`src/rtl/iob_cache_nport_arbiter_pkg.sv`:
```
// Shared types and constants for the N-port cache front-end arbiter.
package iob_cache_nport_arbiter_pkg;

  localparam int unsigned ARB_RR    = 0;
  localparam int unsigned ARB_FIXED = 1;

  typedef enum logic {
    ST_IDLE = 1'b0,
    ST_BUSY = 1'b1
  } arb_state_t;

  // Index width that stays at least one bit wide for a single port.
  function automatic int unsigned clog2_min1(input int unsigned n);
    return (n <= 1) ? 1 : $clog2(n);
  endfunction

endpackage

```
`src/rtl/iob_cache_rr_arbiter.sv`:
```
// Combinational rotating-priority select: double-width masked priority encoder.
module iob_cache_rr_arbiter
  import iob_cache_nport_arbiter_pkg::*;
#(
  parameter int unsigned N_PORTS = 2,
  parameter int unsigned IDX_W   = clog2_min1(N_PORTS)
) (
  input  logic [N_PORTS-1:0] req,
  input  logic [IDX_W-1:0]   last,
  input  logic               mode,
  output logic               gnt_valid,
  output logic [IDX_W-1:0]   gnt_idx
);

  localparam int NP  = int'(N_PORTS);
  localparam int DBL = 2 * NP;

  logic [DBL-1:0] dbl_req;
  logic [DBL-1:0] masked;
  int             start;

  always_comb begin
    start = 0;
    if (!mode && (int'(last) + 1) < NP) begin
      start = int'(last) + 1;
    end
    dbl_req = {req, req};
    for (int i = 0; i < DBL; i++) begin
      masked[i] = dbl_req[i] && (i >= start);
    end
    gnt_valid = |req;
    gnt_idx   = '0;
    // Scan downwards so the lowest set bit at or above start wins.
    for (int i = DBL - 1; i >= 0; i--) begin
      if (masked[i]) begin
        gnt_idx = (i >= NP) ? IDX_W'(i - NP) : IDX_W'(i);
      end
    end
  end

endmodule

```
`src/rtl/iob_cache_nport_arbiter.sv`:
```
// Shares one IOb cache front-end port among N masters; holds the granted request until ack.
module iob_cache_nport_arbiter
  import iob_cache_nport_arbiter_pkg::*;
#(
  parameter int unsigned N_PORTS   = 2,
  parameter int unsigned ADDR_W    = 30,
  parameter int unsigned DATA_W    = 32,
  parameter int unsigned PRIO_MODE = ARB_RR
) (
  input  logic                          clk,
  input  logic                          rst,
  input  logic [N_PORTS-1:0]            s_req,
  input  logic [N_PORTS*ADDR_W-1:0]     s_addr,
  input  logic [N_PORTS*DATA_W-1:0]     s_wdata,
  input  logic [N_PORTS*(DATA_W/8)-1:0] s_wstrb,
  output logic [N_PORTS*DATA_W-1:0]     s_rdata,
  output logic [N_PORTS-1:0]            s_ack,
  output logic                          m_req,
  output logic [ADDR_W-1:0]             m_addr,
  output logic [DATA_W-1:0]             m_wdata,
  output logic [DATA_W/8-1:0]           m_wstrb,
  input  logic [DATA_W-1:0]             m_rdata,
  input  logic                          m_ack
);

  localparam int unsigned NBYTES = DATA_W / 8;
  localparam int unsigned IDX_W  = clog2_min1(N_PORTS);
  localparam logic        MODE   = (PRIO_MODE == ARB_FIXED);

  arb_state_t         state;
  arb_state_t         state_nxt;
  logic [IDX_W-1:0]   owner;
  logic [IDX_W-1:0]   last;
  logic               gnt_valid;
  logic [IDX_W-1:0]   gnt_idx;
  logic [ADDR_W-1:0]  sel_addr;
  logic [DATA_W-1:0]  sel_wdata;
  logic [NBYTES-1:0]  sel_wstrb;
  logic [ADDR_W-1:0]  cap_addr;
  logic [DATA_W-1:0]  cap_wdata;
  logic [NBYTES-1:0]  cap_wstrb;

  iob_cache_rr_arbiter #(
    .N_PORTS (N_PORTS),
    .IDX_W   (IDX_W)
  ) u_arb (
    .req       (s_req),
    .last      (last),
    .mode      (MODE),
    .gnt_valid (gnt_valid),
    .gnt_idx   (gnt_idx)
  );

  // Winner field mux.
  always_comb begin
    sel_addr  = '0;
    sel_wdata = '0;
    sel_wstrb = '0;
    for (int i = 0; i < int'(N_PORTS); i++) begin
      if (gnt_idx == IDX_W'(i)) begin
        sel_addr  = s_addr[i*ADDR_W +: ADDR_W];
        sel_wdata = s_wdata[i*DATA_W +: DATA_W];
        sel_wstrb = s_wstrb[i*NBYTES +: NBYTES];
      end
    end
  end

  always_ff @(posedge clk) begin
    if (rst) begin
      state <= ST_IDLE;
    end else begin
      state <= state_nxt;
    end
  end

  // Request capture and round-robin history, updated on every grant.
  always_ff @(posedge clk) begin
    if (rst) begin
      owner     <= '0;
      last      <= IDX_W'(N_PORTS - 1);
      cap_addr  <= '0;
      cap_wdata <= '0;
      cap_wstrb <= '0;
    end else if (state == ST_IDLE && gnt_valid) begin
      owner     <= gnt_idx;
      last      <= gnt_idx;
      cap_addr  <= sel_addr;
      cap_wdata <= sel_wdata;
      cap_wstrb <= sel_wstrb;
    end
  end

  // Outputs are forced quiet during reset so an aborted transfer never acks.
  always_comb begin
    state_nxt = state;
    m_req     = 1'b0;
    m_addr    = '0;
    m_wdata   = '0;
    m_wstrb   = '0;
    s_ack     = '0;
    s_rdata   = '0;
    if (!rst) begin
      case (state)
        ST_IDLE: begin
          if (gnt_valid) begin
            m_req     = 1'b1;
            m_addr    = sel_addr;
            m_wdata   = sel_wdata;
            m_wstrb   = sel_wstrb;
            state_nxt = ST_BUSY;
          end
        end
        ST_BUSY: begin
          m_req   = ~m_ack;
          m_addr  = cap_addr;
          m_wdata = cap_wdata;
          m_wstrb = cap_wstrb;
          if (m_ack) begin
            state_nxt = ST_IDLE;
            for (int i = 0; i < int'(N_PORTS); i++) begin
              if (owner == IDX_W'(i)) begin
                s_ack[i]                     = 1'b1;
                s_rdata[i*DATA_W +: DATA_W]  = m_rdata;
              end
            end
          end
        end
      endcase
    end
  end

endmodule

```
`config.mk`:
```
export PLATFORM = sky130hd
export DESIGN_NAME = iob_cache_nport_arbiter
export DESIGN_NICKNAME = d
export VERILOG_FILES = /design/src/rtl/iob_cache_nport_arbiter_pkg.sv /design/src/rtl/iob_cache_rr_arbiter.sv /design/src/rtl/iob_cache_nport_arbiter.sv
export SDC_FILE = /design/constraint.sdc
export NUM_CORES = 1
export LEC_CHECK = 0
export CAP_MARGIN = 20
export CORE_AREA = 2 2 121 123
export CTS_BUF_LIST = sky130_fd_sc_hd__clkbuf_16
export CTS_CLUSTER_SIZE = 25
export DETAILED_ROUTE_END_ITERATION = 8
export DIE_AREA = 0 0 123 125
export PLACE_DENSITY = 0.84
export SYNTH_ARGS = -nofsm -noshare
export SYNTH_HDL_FRONTEND = slang
export SYNTH_SLANG_ARGS = --single-unit
```
`constraint.sdc`:
```
create_clock -name clk -period 1.2 [get_ports clk]
set_clock_uncertainty 0.05 [all_clocks]
set_input_delay 0.18 -clock clk [delete_from_list [all_inputs] [get_ports clk]]
set_output_delay 0.18 -clock clk [all_outputs]
set_load 0.01 [all_outputs]
```
==> results_tabular.tex, run 1 <==
\begin{tabular}{lr}
\hline
Metric & Value \\
\hline
\multicolumn{2}{l}{\textbf{Drt}} \\
WL/cell & 23.8 um \\
Detailed-route wire length & 32100 um \\
Avg Vias per Cell & 5.95 \\
DR DRC count & 0 \\
Number of DRC markers after the initial detailed-route iteration & 511 \\
Count of TritonRoute iterations in the first routing pass & 5 \\
Total via count in the routed design & 8039 \\
Remaining antenna violation count & 0 \\
\multicolumn{2}{l}{\textbf{Logic synthesis}} \\
Async S/R FF share, synth & 0 \\
Post-synth EDFFs & 0 \\
Most instantiated library cell after synthesis & sky130\_fd\_sc\_hd\_\_nand2\_1 \\
Yosys cell types & 21 \\
Post-synth top flop & sky130\_fd\_sc\_hd\_\_dfxtp\_1 \\
Syn\_nets & 851 \\
Register area share after synthesis & 0.292 \\
Combined area of all synthesized cells & 0.00472 sq mm \\
Area share of the largest cell type after synthesis & 0.292 \\
Post-synthesis average cell area & 6.93 sq um \\
Seq cells post-synth & 69 \\
Mapped Cells & 682 \\
Yosys warns & 0 \\
Largest cells by area after synthesis & sky130\_fd\_sc\_hd\_\_dfxtp\_1 29\%, sky130\_fd\_sc\_hd\_\_a311oi\_1 24\%, sky130\_fd\_sc\_hd\_\_nand2\_1 16\%, sky130\_fd\_sc\_hd\_\_and2\_1 8.5\%, sky130\_fd\_sc\_hd\_\_a21oi\_1 7.1\% \\
Synth cell count leaders & 198 x sky130\_fd\_sc\_hd\_\_nand2\_1, 132 x sky130\_fd\_sc\_hd\_\_a311oi\_1, 69 x sky130\_fd\_sc\_hd\_\_dfxtp\_1 \\
Library cell occupying the most area in the post-synthesis netlist & sky130\_fd\_sc\_hd\_\_dfxtp\_1 \\
\multicolumn{2}{l}{\textbf{Power}} \\
Fraction of power consumed by the clock network & 0.262 \\
Worst ir drop on vdd & 0.753 mV \\
Relative contribution of sequential cells to total power & 0.261 \\
Logic pwr share & 0.477 \\
Power density over the cells & 874 mW/mm\^{}2 \\
Sw power & 3.71 mW \\
Switching power as a share of total power & 0.349 \\
Cell internal pwr & 6.91 mW \\
Leakage dissipation & 5.09 nW \\
\multicolumn{2}{l}{\textbf{Die}} \\
Site Rows & 44 \\
Number of ports placed on the die boundary & 302 \\
Core ar. & 0.0142 sq mm \\
Starting density of the core & 0.333 \\
Die Footprint & 0.0154 sq mm \\
Overall die height & 125 um \\
Die X-Extent & 123 um \\
\multicolumn{2}{l}{\textbf{STA}} \\
Maximum operating frequency & 469 MHz \\
Hold Violations, Final & 0 \\
Post-route worst setup slack & -0.934 ns \\
Max transition margin & 0.775 \\
Slew at the pin closest to its max-slew limit & 0.335 ns \\
Period minus WS final & 2.13 ns \\
RSZ-0062 raised after global routing & yes \\
Hold slack final & 0.220 ns \\
Final setup vio count & 202 \\
Max Transition Viols Final & 0 \\
Fin crit share & 1.78 \\
\multicolumn{2}{l}{\textbf{Worst setup path}} \\
Critical path origin & state \\
R2r worst-path depth & 9 \\
Critical path start-end classification & reg -> out \\
R2R Path Start & state \\
Endpoint type of the worst setup path & output pin \\
Critical-path maximum fanout & 16 \\
Startpoint kind of the worst setup timing path & flop \\
Required arrival time at the worst endpoint & 0.97 ns \\
Data arrival, critical path & 1.90 ns \\
Register-to-Register Setup Slack & -0.62 ns \\
\multicolumn{2}{l}{\textbf{Clocking}} \\
Number of clock sinks seen by CTS & 69 \\
Inserted Clock Buffers & 9 \\
Number of buffers on the longest clock path & 2 \\
CTS tree & built \\
Clock latency on the worst-skew pair & 0.35 ns \\
Root buffer cell & sky130\_fd\_sc\_hd\_\_clkbuf\_16 \\
CTS clk-pin slew, worst paths & 0.06 ns \\
H-tree depth & 3 \\
\multicolumn{2}{l}{\textbf{Run status}} \\
Failing checks & setup timing \\
Outcome & complete, but fails checks \\
\multicolumn{2}{l}{\textbf{Min path}} \\
Startpoint of the most critical hold path & rst \\
Path type of the worst min-delay path & in -> reg \\
Hold Path Cell Cnt & 3 \\
\multicolumn{2}{l}{\textbf{Cells and area}} \\
Share of post-route cells with drive strength above 1 & 0.556 \\
Number of nets at the end of the flow & 1328 \\
Core utilization of the finished layout & 0.855 \\
Area added between synthesis and finish & 157\% \\
\multicolumn{2}{l}{\textbf{Flow run}} \\
Max-cap violations & 0 \\
\multicolumn{2}{l}{\textbf{GRT}} \\
Vias in the first global route & 6934 \\
Overall fraction of global-route tracks in use & 0.302 \\
Pin count of the biggest net entering global routing & 45 \\
Number of antenna violations at the first check in global routing & 4 \\
Global-route wire length before repair & 36200 um \\
Sum of overflow across all layers after global routing & 0 \\
\multicolumn{2}{l}{\textbf{Place}} \\
DP Wirelength & 14600 um \\
Count of port buffers added during placement & 301 \\
Global placer's final weighted congestion & 0.844 \\
\hline
\end{tabular}
-- final timing paths --
check                       to
setup / recovery   m_wdata[26]
hold / removal     cap_addr[6]
setup reg to reg  cap_addr[14]
hold reg to reg   cap_addr[20]
-- cells by family after synthesis --
kind of cell | share of synthesized area
AND/OR/NAND/NOR | 0.307
AO/OA/AOI/OAI | 0.325
buffers and inverters | 0.0755
flip-flops | 0.292
-- flip-flops by register name, summed over array words and instances, names as in the netlist --
signal / flops
state: 1
cap_wstrb: 4
owner: 1
last: 1
cap_addr: 30
cap_wdata: 32
-- timing repair --
action / in CTS / in global routing
hold buffers: 0 / 0
pin swaps: 21 / 97
gates cloned: 23 / 26
endpoints found under the setup margin: 202 / 202
hold endpoints to repair: 0 / 0
buffers inserted: 44 / 47
gates resized for setup: 674 / 204
-- cell usage in the layout (no fill, tap or decap), types with 3 or more instances in the layout --
master / instances
sky130_fd_sc_hd__buf_2: 66
sky130_fd_sc_hd__buf_12: 33
sky130_fd_sc_hd__diode_2: 4
sky130_fd_sc_hd__nor2_4: 4
sky130_fd_sc_hd__dlygate4sd2_1: 3
sky130_fd_sc_hd__nand2_2: 36
sky130_fd_sc_hd__a311oi_1: 39
sky130_fd_sc_hd__buf_6: 116
sky130_fd_sc_hd__nand2_4: 21
sky130_fd_sc_hd__and2_4: 64
sky130_fd_sc_hd__clkbuf_16: 33
sky130_fd_sc_hd__nor2_2: 3
sky130_fd_sc_hd__a21oi_1: 38
sky130_fd_sc_hd__buf_16: 15
sky130_fd_sc_hd__a21oi_2: 19
sky130_fd_sc_hd__clkdlybuf4s50_1: 164
sky130_fd_sc_hd__buf_8: 6
sky130_fd_sc_hd__clkinv_2: 3
sky130_fd_sc_hd__a21oi_4: 10
sky130_fd_sc_hd__dfxtp_1: 66
sky130_fd_sc_hd__dfxtp_4: 3
sky130_fd_sc_hd__a311oi_2: 91
sky130_fd_sc_hd__nor2_1: 61
sky130_fd_sc_hd__buf_4: 109
sky130_fd_sc_hd__nand2_1: 141
-- worst max-delay path: stages, from the launching register on --
cell	delay, ns
sky130_fd_sc_hd__dfxtp_4	0.37
sky130_fd_sc_hd__buf_6	0.13
sky130_fd_sc_hd__buf_12	0.19
sky130_fd_sc_hd__buf_12	0.17
sky130_fd_sc_hd__nand2_1	0.11
sky130_fd_sc_hd__a311oi_2	0.36
sky130_fd_sc_hd__buf_2	0.21
-- layout make-up --
cell class                 instances  area [sq um]
timing repair buffer             538          5950
inverter                           2          10.0
multi-input combinational        539          4260
antenna                            4          10.0
sequential                        69          1390
clock buffer                       9           225
tap                              184           230
fill                             709          2050
clock inverter                     7          65.1
-- through the flow --
step	setup slack [ns]	power, mW	cell area, sq um	instances	setup TNS, ns
2_1_floorplan	-0.197	4.42	5550	682	-17.52
3_3_place_gp	-1.24	5.90	9240	1202	-187.16
3_5_place_dp	-1.29	5.96	9240	1202	-192.03
4_1_cts	-0.835	9.31	10500	1285	-119.61
5_1_grt	-1.02	11.0	12100	1350	-144.55
6_report	-0.934	10.6	12100	1352	-136.70
-- power by group through the flow --
stage	registers [mW]	logic [mW]	clock network (mW)
detailed placement	2.77	3.20	0
floorplan	2.73	1.69	0
finish	2.77	5.07	2.78
global route	2.80	5.26	2.90
global placement	2.76	3.14	0
CTS	2.72	3.86	2.72
-- routing by layer --
| layer | vias to the layer above | part of all wire | track usage |
|---|---|---|---|
| li1 | 3455 | - | - |
| met2 | 589 | 0.48 | 0.548 |
| met5 | - | 0 | 0 |
| met3 | 213 | 0.10 | 0.0734 |
| met4 | 0 | 0.086 | 0.165 |
| met1 | 3782 | 0.34 | 0.314 |
Note: power is estimated with default switching activity, not from simulation.
==> run 2, diff against run 1 <==
- CAP_MARGIN: 20 -> default
==> results of run 2 <==
Same layout as run 1: the final DEF is identical, and so are final timing and power.
